$ cat src/rtl/hex_display_scan_pkg.sv
// rtl/hex_display_scan_pkg.sv - shared segment constants for the hex display scanner
//
// Purpose : segment-off pattern and the 16-entry active-low hex glyph table.
// Ports   : none (package).
package hex_display_scan_pkg;

    // Active-low: all ones means every segment is dark.
    localparam logic [6:0] SEG_OFF = 7'b1111111;

    // Glyphs in a..g order (bit6=a ... bit0=g), active-low.
    // Listed from F down to 0 so that HEX_GLYPHS[n] selects the glyph for n.
    localparam logic [15:0][6:0] HEX_GLYPHS = {
        7'b0111000,   // F
        7'b0110000,   // E
        7'b1000010,   // d
        7'b0110001,   // C
        7'b1100000,   // b
        7'b0001000,   // A
        7'b0000100,   // 9
        7'b0000000,   // 8
        7'b0001101,   // 7
        7'b0100000,   // 6
        7'b0100100,   // 5
        7'b1001100,   // 4
        7'b0000110,   // 3
        7'b0010010,   // 2
        7'b1001111,   // 1
        7'b0000001    // 0
    };

endpackage

$ cat src/rtl/hex_seg_decode.sv
// rtl/hex_seg_decode.sv - combinational hex nibble to active-low 7-segment decoder
//
// Purpose : maps one hex nibble to its segment pattern.
// Ports   : nibble (in, 4)  hex digit to show
//           seg    (out, 7) active-low segments, bit6=a ... bit0=g
module hex_seg_decode
    import hex_display_scan_pkg::*;
(
    input  logic [3:0] nibble,
    output logic [6:0] seg
);

    assign seg = HEX_GLYPHS[nibble];

endmodule

$ cat src/rtl/hex_display_scan.sv
// rtl/hex_display_scan.sv - time-multiplexed multi-digit hex 7-segment driver
//
// Purpose : latches a DIGITS-nibble value and scans it one digit at a time onto a
//           shared active-low segment bus, with per-digit blanking, leading-zero
//           suppression and whole-display blinking.
// Ports   : clock       (in, 1)          system clock
//           reset       (in, 1)          asynchronous active-high reset
//           value       (in, 4*DIGITS)   hex value, nibble i = digit i
//           load        (in, 1)          capture value this cycle
//           blank_mask  (in, DIGITS)     bit i forces digit i dark (live)
//           lz_suppress (in, 1)          blank leading zero digits (live)
//           blink_en    (in, 1)          blink the whole display
//           seg         (out, 7)         active-low segments, bit6=a ... bit0=g
//           dig_sel     (out, DIGITS)    active-low one-hot digit enable
module hex_display_scan
    import hex_display_scan_pkg::*;
#(
    parameter int DIGITS      = 4,
    parameter int REFRESH_DIV = 50000,
    parameter int BLINK_SCANS = 64
) (
    input  logic                  clock,
    input  logic                  reset,
    input  logic [4*DIGITS-1:0]   value,
    input  logic                  load,
    input  logic [DIGITS-1:0]     blank_mask,
    input  logic                  lz_suppress,
    input  logic                  blink_en,
    output logic [6:0]            seg,
    output logic [DIGITS-1:0]     dig_sel
);

    localparam int DIV_W   = $clog2(REFRESH_DIV);
    localparam int IDX_W   = (DIGITS > 1) ? $clog2(DIGITS) : 1;
    localparam int FRAME_W = (BLINK_SCANS > 1) ? $clog2(BLINK_SCANS) : 1;

    localparam logic [DIV_W-1:0]   DIV_MAX   = DIV_W'(REFRESH_DIV - 1);
    localparam logic [IDX_W-1:0]   IDX_MAX   = IDX_W'(DIGITS - 1);
    localparam logic [FRAME_W-1:0] FRAME_MAX = FRAME_W'(BLINK_SCANS - 1);
    localparam logic [DIGITS-1:0]  DIG_ONE   = DIGITS'(1);

    logic [DIGITS-1:0][3:0] value_q;
    logic [DIV_W-1:0]       div_cnt;
    logic [IDX_W-1:0]       idx;
    logic [FRAME_W-1:0]     frame_cnt;
    logic                   blink_ph;
    // Low until the first tick after reset: that tick shows digit 0 rather than
    // advancing past it, so the scan always starts from the least significant digit.
    logic                   scan_run;

    logic                   tick;
    logic                   frame_end;
    logic [IDX_W-1:0]       idx_nxt;
    logic [FRAME_W-1:0]     frame_nxt;
    logic                   blink_ph_nxt;
    logic                   upper_zero;
    logic                   dark;
    logic [3:0]             nibble;
    logic [6:0]             glyph;

    assign tick      = (div_cnt == DIV_MAX);
    assign frame_end = tick && scan_run && (idx == IDX_MAX);

    always_comb begin
        idx_nxt = idx;
        if (tick && scan_run) begin
            idx_nxt = (idx == IDX_MAX) ? '0 : idx + IDX_W'(1);
        end
    end

    always_comb begin
        frame_nxt    = frame_cnt;
        blink_ph_nxt = blink_ph;
        if (frame_end) begin
            if (frame_cnt == FRAME_MAX) begin
                frame_nxt    = '0;
                blink_ph_nxt = ~blink_ph;
            end else begin
                frame_nxt = frame_cnt + FRAME_W'(1);
            end
        end
    end

    // True when digit idx_nxt and every more significant digit are zero.
    always_comb begin
        upper_zero = 1'b1;
        for (int i = 0; i < DIGITS; i++) begin
            if ((i >= int'(idx_nxt)) && (value_q[i] != 4'd0)) begin
                upper_zero = 1'b0;
            end
        end
    end

    // Blink phase is taken from its next value so dark/lit changes line up with
    // the start of a frame (digit 0) rather than one slot into it.
    assign dark = blank_mask[idx_nxt]
               || (lz_suppress && (idx_nxt != '0) && upper_zero)
               || (blink_en && blink_ph_nxt);

    // Current value_q is used, so a load coinciding with a tick only affects
    // later slots.
    assign nibble = value_q[idx_nxt];

    hex_seg_decode u_decode (
        .nibble (nibble),
        .seg    (glyph)
    );

    always_ff @(posedge clock or posedge reset) begin
        if (reset) begin
            value_q   <= '0;
            div_cnt   <= '0;
            idx       <= '0;
            frame_cnt <= '0;
            blink_ph  <= 1'b0;
            scan_run  <= 1'b0;
            seg       <= SEG_OFF;
            dig_sel   <= '1;
        end else begin
            div_cnt <= tick ? '0 : div_cnt + DIV_W'(1);
            if (load) begin
                value_q <= value;
            end
            if (tick) begin
                idx       <= idx_nxt;
                scan_run  <= 1'b1;
                frame_cnt <= frame_nxt;
                blink_ph  <= blink_ph_nxt;
                seg       <= dark ? SEG_OFF : glyph;
                dig_sel   <= dark ? '1 : ~(DIG_ONE << idx_nxt);
            end
        end
    end

endmodule

$ cat config.mk
export PLATFORM = sky130hd
export DESIGN_NAME = hex_display_scan
export DESIGN_NICKNAME = d
export VERILOG_FILES = /design/src/rtl/hex_display_scan_pkg.sv /design/src/rtl/hex_seg_decode.sv /design/src/rtl/hex_display_scan.sv
export SDC_FILE = /design/constraint.sdc
export NUM_CORES = 1
export LEC_CHECK = 0
export CAP_MARGIN = 10
export CORE_ASPECT_RATIO = 1.1
export CORE_MARGIN = 8
export CORE_UTILIZATION = 26
export DETAILED_ROUTE_END_ITERATION = 8
export GPL_TIMING_DRIVEN = 0
export PLACE_DENSITY = 0.43
export SLEW_MARGIN = 20
export SYNTH_ARGS = -nofsm -noshare
export SYNTH_HDL_FRONTEND = slang
export SYNTH_SLANG_ARGS = --single-unit
$ cat constraint.sdc
create_clock -name clock -period 3.1 [get_ports clock]
set_input_delay 0.62 -clock clock [delete_from_list [all_inputs] [get_ports clock]]
set_output_delay 0.62 -clock clock [all_outputs]
set_load 0.05 [all_outputs]
==> flow_summary.toml <==
[outcome]
outcome = "finished with violations"
violations = "setup timing"

[cts]
path_clk_slew_ps = 70
cts_tree = "yes"
cts.sink_count = 53
cts_made_buffers = 5
cts_root_buf = "clkbuf_16"
clkLatencyLatePin_ps = 300
cts_buffer_depth = 2
hold_buffers = 0
htreeDepth = 2

[yosys]
yosys_warnings = 0
synth_async_sr_flop_share_pct = 100
synth-seq-cells = 53
ys.flop_type = "dfrtp_1"
synthXorXnorAreaFrac_pct = 5.85
synth_top_family_by_area = "simple AND/OR/NAND/NOR gates"
netlist_area_um2 = 2840
syn-mean-instance-area_um2 = 10.5
yosys-mux-area-fraction_pct = 6.69
yosys-top-cells-area = "dfrtp_1 37%, dfstp_2 10%, mux2_2 5.1%, ha_1 3.5%, xnor2_1 3.4%"
ys_types = 52
synth-simple-area-share_pct = 16.9
synth_top_cell_area_share_pct = 37.0
synth-compound-area-share_pct = 16.7
synth_top_area_cell = "dfrtp_1"
synth-edff-count = 0
synth-seq-area-share_pct = 47.1
syn-num-nets = 305
synth_adder_area_share_pct = 3.52
syn_inst = 272

[cells_and_area]
syn2layout_area_growth_pct = 43.2
nets = 382
post-route-util_pct = 37.7
drive_gt1_share_pct = 32.9
diodes = 0
fillers = 1112

[sta]
rsz0062_at_grt = "true"
slew_headroom_pct = 55.8
clock.fmax_ghz = 0.322
fin_crit_ps = 3100
timing.final.crit_share_pct = 100
fin_ws_ps = -3.63
holdWs_ps = 497
worst_slew_pin_slew_ps = 664
fin_skew_ps = 6.32
finalSetupViolCount = 1
final_hold_viol_count = 0
setup_tns_ps = -3.63
maxSlewViolCount = 0

[floorplanning]
rows = 40
initial_core_util_pct = 26.3
ios = 36
core_region_area_um2 = 10800
die_h_um = 126
die_w_um = 116
die-area_um2 = 14500

[power_and_ir_drop]
p_clk_share_pct = 38.7
p_comb_share_pct = 14.0
powerDensity_nw_per_um2 = 381
seq_power_share_pct = 47.3
ir_worst_vdd_uv = 209
swShare_pct = 24.8
p_total_uw = 1550
p_leak_uw = 0.00169
internal_power_uw = 1170
p_switching_uw = 385

[global_route]
grt_pass1_wl_um = 12300
grt_max_degree = 54
met1_usage_pct = 12.6
grt_usage_pct = 10.7
grt_antenna_before_repair = 0
gr-usage-met2_pct = 18.4
grt_pass1_vias = 2422
gr-usage-met3_pct = 2.29
busiest_layer = "met2"
grt_overflow = 0

[placed_design]
gp_congestion = 0.832
hpwl_um = 5130
dp_worst_setup_slack_ps = -619
portBuffers = 34

[run]
cap_violations = 0

[route]
via_per_inst = 4.75
drt_iter0_drc = 80
finalWirelength_um = 7480
drt_first_pass_iters = 6
post-route-drc-count = 0
num_vias = 2363
drtAntennaViolNets = 0
wire_per_inst_um = 15.1

[setup_path]
cp.required_ps = 3330
worstPathMaxFanout = 6
cp_cell_sequence = "or4b_4, buf_12, nor4_4, mux2i_4, buf_6, buf_4, o211ai_1, buf_4, a211oi_1, a211oi_1, o22a_1"
crit_path_start_kind = "flop"
critPathMaxStageDelay_ps = 600
cp.arrival_ps = 3330
endpoint_kind = "flop"
cp_slowest_cell = "or4b_4"
path_class = "reg2reg"

[worst_hold_path]
hold_path_class = "reg2reg"
-- power groups by stage --
stage               clock network, µW  logic, µW  registers (µW)
floorplan                           0        108             738
global placement                    0        165             746
detailed placement                  0        167             746
CTS                               624        187             733
global route                      653        236             736
finish                            601        216             734
-- state kept, by name, indices dropped and copies added (netlist names) --
| name | count |
|---|---|
| frame_cnt | 6 |
| scan_run | 1 |
| div_cnt | 16 |
| blink_ph | 1 |
| value_q | 16 |
| seg | 7 |
| dig_sel | 4 |
| idx | 2 |
-- cell families after synthesis --
logic type	count (synthesis)
adders and majority gates	8
buffers and inverters	21
AOI/OAI and AO/OA	60
xor gates and xnor gates	19
DFF	53
muxes	17
and+or+nand+nor	94
-- layout make-up --
class | instances | area [µm²] | area share (%)
Buffer | 6 | 52.6 | 1.29
Tap cell | 147 | 184 | 4.51
Inverter | 12 | 52.6 | 1.29
Clock inverter | 1 | 5.00 | 0.123
Multi-Input combinational cell | 199 | 1630 | 40.1
Clock buffer | 7 | 153 | 3.75
Sequential cell | 53 | 1340 | 32.9
Timing Repair Buffer | 72 | 654 | 16.1
-- worst paths after layout --
path | startpoint | to | slack [ps] | cells past startpoint
worst max-delay path | div_cnt[7] | seg[0] | -4 | 11
worst min-delay path | div_cnt[11] | div_cnt[11] | 500 | 1
worst max register to register | div_cnt[7] | seg[0] | -4 | 11
worst min register to register | div_cnt[11] | div_cnt[11] | 500 | 1
min in group asynchronous | reset | frame_cnt[0] | 780 | 2
max in group asynchronous | reset | div_cnt[9] | 1880 | 2
-- cells in the mapped netlist, types with 5 or more instances --
cell,n
ha_1,8
a21oi_1,6
dfstp_2,11
and3_1,7
buf_2,5
a31oi_1,9
xnor2_1,11
mux2_2,13
inv_1,12
o211ai_1,10
dfrtp_1,42
xor2_1,8
nor2_1,25
nand2_1,23
nand3_1,14
o21ai_0,8
-- metrics by stage --
stage | cell area [µm²] | instances
CTS | 3750 | 475
global placement | 3410 | 453
floorplan | 2890 | 272
global route | 4070 | 497
detailed placement | 3430 | 454
finish | 4070 | 497
-- layer usage --
| layer | up-vias | part of all wire, % |
|---|---|---|
| li1 | 1146 | - |
| met3 | 13 | 3.2 |
| met5 | - | 0 |
| met4 | 0 | 2.6 |
| met1 | 1164 | 43 |
| met2 | 40 | 51 |
-- timing repair --
item,in CTS,in global routing
setup endpoints to repair,11,11
pin swaps,17,20
gates resized for setup,19,30
hold endpoints to repair,0,0
gates cloned,0,1
setup buffers,15,23
-- critical path, delay by kind of cell, from the launching register on --
| family | cells | cell delay, ps |
|---|---|---|
| AO/OA/AOI/OAI | 4 | 800 |
| flip-flops | 1 | 390 |
| buffers and inverters | 4 | 670 |
| AND/OR/NAND/NOR | 2 | 850 |
| multiplexers | 1 | 330 |
-- cells in the final DEF (no fill, tap or decap), types with 8 or more instances in the layout --
cell | netlist | final
dfstp_2 | 11 | 11
dfrtp_1 | 42 | 42
buf_4 | 0 | 31
clkdlybuf4s50_1 | 0 | 34
xor2_1 | 8 | 8
o211ai_1 | 10 | 10
a31oi_1 | 9 | 9
nand2_1 | 23 | 21
mux2_2 | 13 | 13
xnor2_1 | 11 | 11
nor2_1 | 25 | 23
nand3_1 | 14 | 14
Power figures use the tool's default switching activity.
==> patch 1, RTL diff (config.mk and constraints unchanged) <==
`DIGITS`: 4 -> 2. Comments in the files are not updated.
--- a/src/rtl/hex_display_scan.sv
+++ b/src/rtl/hex_display_scan.sv
@@ -16,5 +16,5 @@
     import hex_display_scan_pkg::*;
 #(
-    parameter int DIGITS      = 4,
+    parameter int DIGITS      = 2,
     parameter int REFRESH_DIV = 50000,
     parameter int BLINK_SCANS = 64
Ports: changed (resized blank_mask, dig_sel and value); port bits go from 36 to 24. No check against the original RTL was run, so the function may have changed too.
==> patch 1 against the unedited design <==
- first-iteration DRC count down 10%
- core utilization down 3.2 points
- global-route usage down 1.6 points
- non-clock buffer count down 36
- routed wire length down 29%
- highest routed layer unchanged
- critical endpoint is now seg[3]
- cell area down 26%
- sequential cell count down 11
- worst setup slack better by 0.043 ns
- power down 30%
- area after synthesis down 20%
==> patch 1: results <==
{
  "synth-compound-area-share_pct": 6.32,
  "routabilityCongestion": 0.701,
  "synth_flop_cell": "dfrtp_1",
  "hold_path_class": "reg -> reg",
  "htree_levels": 2,
  "cts.clk_slew.worst_paths_ns": 0.09,
  "postRouteWirelength_mm": 5.31,
  "grt_pass1_vias": 1723,
  "antenna_found_initial": 0,
  "critPathArrivalTime_ns": 3.28,
  "netlist_instances": 204,
  "synth.area.mux_share_pct": 14.1,
  "viasPerCell": 4.60,
  "reg_top3": "div_cnt x16, value_q x8, seg x7",
  "ys_types": 41,
  "leakagePower_nw": 1.25,
  "nets": 268,
  "synth_warnings": 0,
  "ys_top_cells_by_count": "dfrtp_1 (33), nor2_1 (22), mux2_2 (16)",
  "seq_area_frac_synth_pct": 46.6,
  "portBuffers": 22,
  "clock_path_buffers": 2,
  "hpwl_mm": 3.69,
  "syn_nets": 227,
  "finClkSkew_ns": 0.0108,
  "n_fill_cell": 883,
  "grt_max_degree": 28,
  "insertion_delay_ns": 0.29,
  "drive_gt1_share_pct": 31.7,
  "root_buffer": "clkbuf_8",
  "diodes": 0,
  "dpl.cell_count": 341,
  "first_iter_violations": 72,
  "relSlewSlack_pct": 58.4,
  "synth-adder-area-share_pct": 4.39,
  "synth_xor_area_share_pct": 5.77,
  "track_usage_pct": 9.08,
  "ir_drop_uv": 162,
  "post_dp_cell_area_mm2": 0.00269,
  "cts-buffers-inserted": 5,
  "async_reset_ff_share_pct": 100,
  "grt_pass1_wl_mm": 8.78,
  "critPathMaxFanout": 6,
  "synth_area_leaders": "dfrtp_1 (36%), dfstp_2 (10%), mux2_2 (7.9%), mux2i_1 (4.8%), ha_1 (4.4%)",
  "place_ws_ns": -0.643,
  "status": "finished clean",
  "firstDrtPassIters": 4,
  "avgRoutedWirePerCell_um": 14.7
}
patch 1: changes by cell type after synthesis, sizes merged, moves of 4 or more:
cell	before	now
mux2i	4	11
nand3	14	9
dfrtp	42	33
inv	12	6
nor2	26	22
mux2	13	18
o211ai	11	3
o211a	4	0
o21ai	9	2
nand2	23	9
a211oi	4	0
patch 1: worst paths after layout:
kind	startpoint	to	slack, ns	cells past startpoint
max	div_cnt[13]	seg[3]	0.04	12
min	scan_run	scan_run	0.48	1
max reg2reg	div_cnt[13]	seg[3]	0.04	12
min reg2reg	scan_run	scan_run	0.48	1
max in group asynchronous	reset	seg[0]	1.91	3
min in group asynchronous	reset	value_q[2]	0.63	2
patch 1: final cells by class:
type	instances	area (um2)	share of cell area, %
clock inverters	1	5.00	0.167
plain buffers	7	71.3	2.38
flip-flops and latches	42	1060	35.4
repair buffers	35	355	11.8
clock buffers	7	86.3	2.88
inverters	6	25.0	0.834
multi-input cells	148	1250	41.7
well taps	114	143	4.75
patch 1: repair_timing:
item	in CTS	in global routing
setup endpoints to repair	9	9
setup buffers	8	4
pin swaps	6	7
gates resized for setup	15	7
patch 1: critical path, cell delays in order (launching register included):
cell and delay, ns:
dfrtp_1 0.41, or4bb_1 0.55, nor4_4 0.33, buf_6 0.15, and2_4 0.14, ha_4 0.21
buf_12 0.14, mux2i_4 0.22, inv_2 0.10, ha_4 0.27, mux2i_1 0.06, mux2_4 0.28
a31oi_4 0.13
patch 1: per-layer routing:
metal  vias to the layer above  GRT usage (%)  share of wire, %
met5                         -              0                 0
met4                         0           3.81               1.8
met3                         8           2.03               3.0
met2                        23           15.3                48
met1                       815           10.8                47
li1                        811              -                 -
patch 1: cells by family (layout without fill, tap and decap cells):
| group | count (synthesis) | after routing |
|---|---|---|
| compound gates | 22 | 22 |
| xor+xnor | 15 | 15 |
| fa+ha+maj | 8 | 8 |
| buf+inv | 14 | 56 |
| flops | 42 | 42 |
| mux | 29 | 29 |
| simple gates | 74 | 74 |
patch 1: where the power goes:
| group | switching (mW) | internal [mW] | leakage, nW | total (mW) |
|---|---|---|---|---|
| combinational | 0.0704 | 0.0743 | 0.678 | 0.145 |
| sequential | 0.0124 | 0.558 | 0.521 | 0.571 |
| clock | 0.193 | 0.180 | 0.0482 | 0.373 |
| total | 0.276 | 0.813 | 1.25 | 1.09 |
==> patch 2, RTL diff (config.mk and constraints unchanged) <==
Made on the original files. Reset style: synchronous (`reset`), changed in one clocked block. Comments in the files are not updated.
--- a/src/rtl/hex_display_scan.sv
+++ b/src/rtl/hex_display_scan.sv
@@ -107,5 +107,5 @@
     );
 
-    always_ff @(posedge clock or posedge reset) begin
+    always_ff @(posedge clock) begin
         if (reset) begin
             value_q   <= '0;
Check against the original RTL: no difference found for any inputs over 10 cycles, from zero or initial values and one cycle with reset high; that may be too few to reach the edited logic, so the function may still have changed.
==> patch 2 against the unedited design <==
- power fell by 19%
- routed wire length fell by 17%
- area after synthesis fell by 9.6%
- final cell count fell by 6.6%
- combinational power fell by 34%
- first-iteration DRC count fell by 50%
- worst setup slack improved by 0.11 ns
- cell area fell by 17%
- sequential cell count did not move
- largest cell class unchanged
- largest power group unchanged
- highest routed layer unchanged
==> patch 2: results <==
{
  "routabilityCongestion": 0.780,
  "root_buffer": "clkbuf_8",
  "hold_end": "div_cnt[0]",
  "whs_ns": 0.443,
  "buffers_excl_clock": 62,
  "clock_buffers": 6,
  "bufAreaShareNonClock_pct": 16.0,
  "relSlewSlack_pct": 52.8,
  "synth-compound-area-share_pct": 7.79,
  "async_reset_ff_share_pct": 0,
  "synth.area.mux_share_pct": 15.7,
  "worstHoldStart": "div_cnt[0]",
  "post_synth.cell_area_avg_um2": 8.95,
  "viasPerCell": 4.54,
  "track_usage_pct": 9.40,
  "seq_area_frac_synth_pct": 41.3,
  "postRouteWirelength_mm": 6.22,
  "ys_top_cells_by_count": "nor2_1 (55), dfxtp_1 (53), mux2i_1 (31)",
  "portBuffers": 33,
  "leakagePower_nw": 1.34,
  "synth_area_leaders": "dfxtp_1 (41%), mux2i_1 (12%), nor2_1 (8.0%), ha_1 (3.9%), xor2_1 (3.7%)",
  "critPathMaxFanout": 8,
  "grt_pass1_wl_mm": 10.4,
  "cp_top_family": "multiplexers",
  "seq_share_pct": 31.5,
  "nets": 376,
  "status": "finished clean",
  "post_dp_cell_area_mm2": 0.00312,
  "synth_flop_cell": "dfxtp_1"
}
patch 2: cell types whose count changed after synthesis, moves of 11 or more:
cell	change
dfxtp_1	+53
dfstp_2	-11
dfrtp_1	-42
nor2_1	+30
mux2_2	-11
mux2i_1	+28
patch 2: layer usage:
metal  track usage (%)  part of all wire [%]  up-vias  routed length, um
met5                 0                     0        -                  0
met2              14.2                    43       34               2650
li1                  -                     -     1099                  -
met1              12.7                    52      969               3250
met3              2.28                   4.1        5                255
met4              3.30                   1.1        0                 70
patch 2: power groups by stage:
stage	Clock (mW)	Combinational, mW	Sequential (mW)
2_1_floorplan	0	0.0842	0.723
3_5_place_dp	0	0.133	0.728
5_1_grt	0.450	0.159	0.715
6_report	0.398	0.142	0.711
3_3_place_gp	0	0.133	0.728
4_1_cts	0.421	0.138	0.712
patch 2: repair_timing:
item / 4_1_cts / 5_1_grt
resized for setup: 4 / 15
setup buffers: 7 / 9
endpoints found under the hold margin: 0 / 0
pin swaps: 1 / 4
endpoints found under the setup margin: 7 / 2
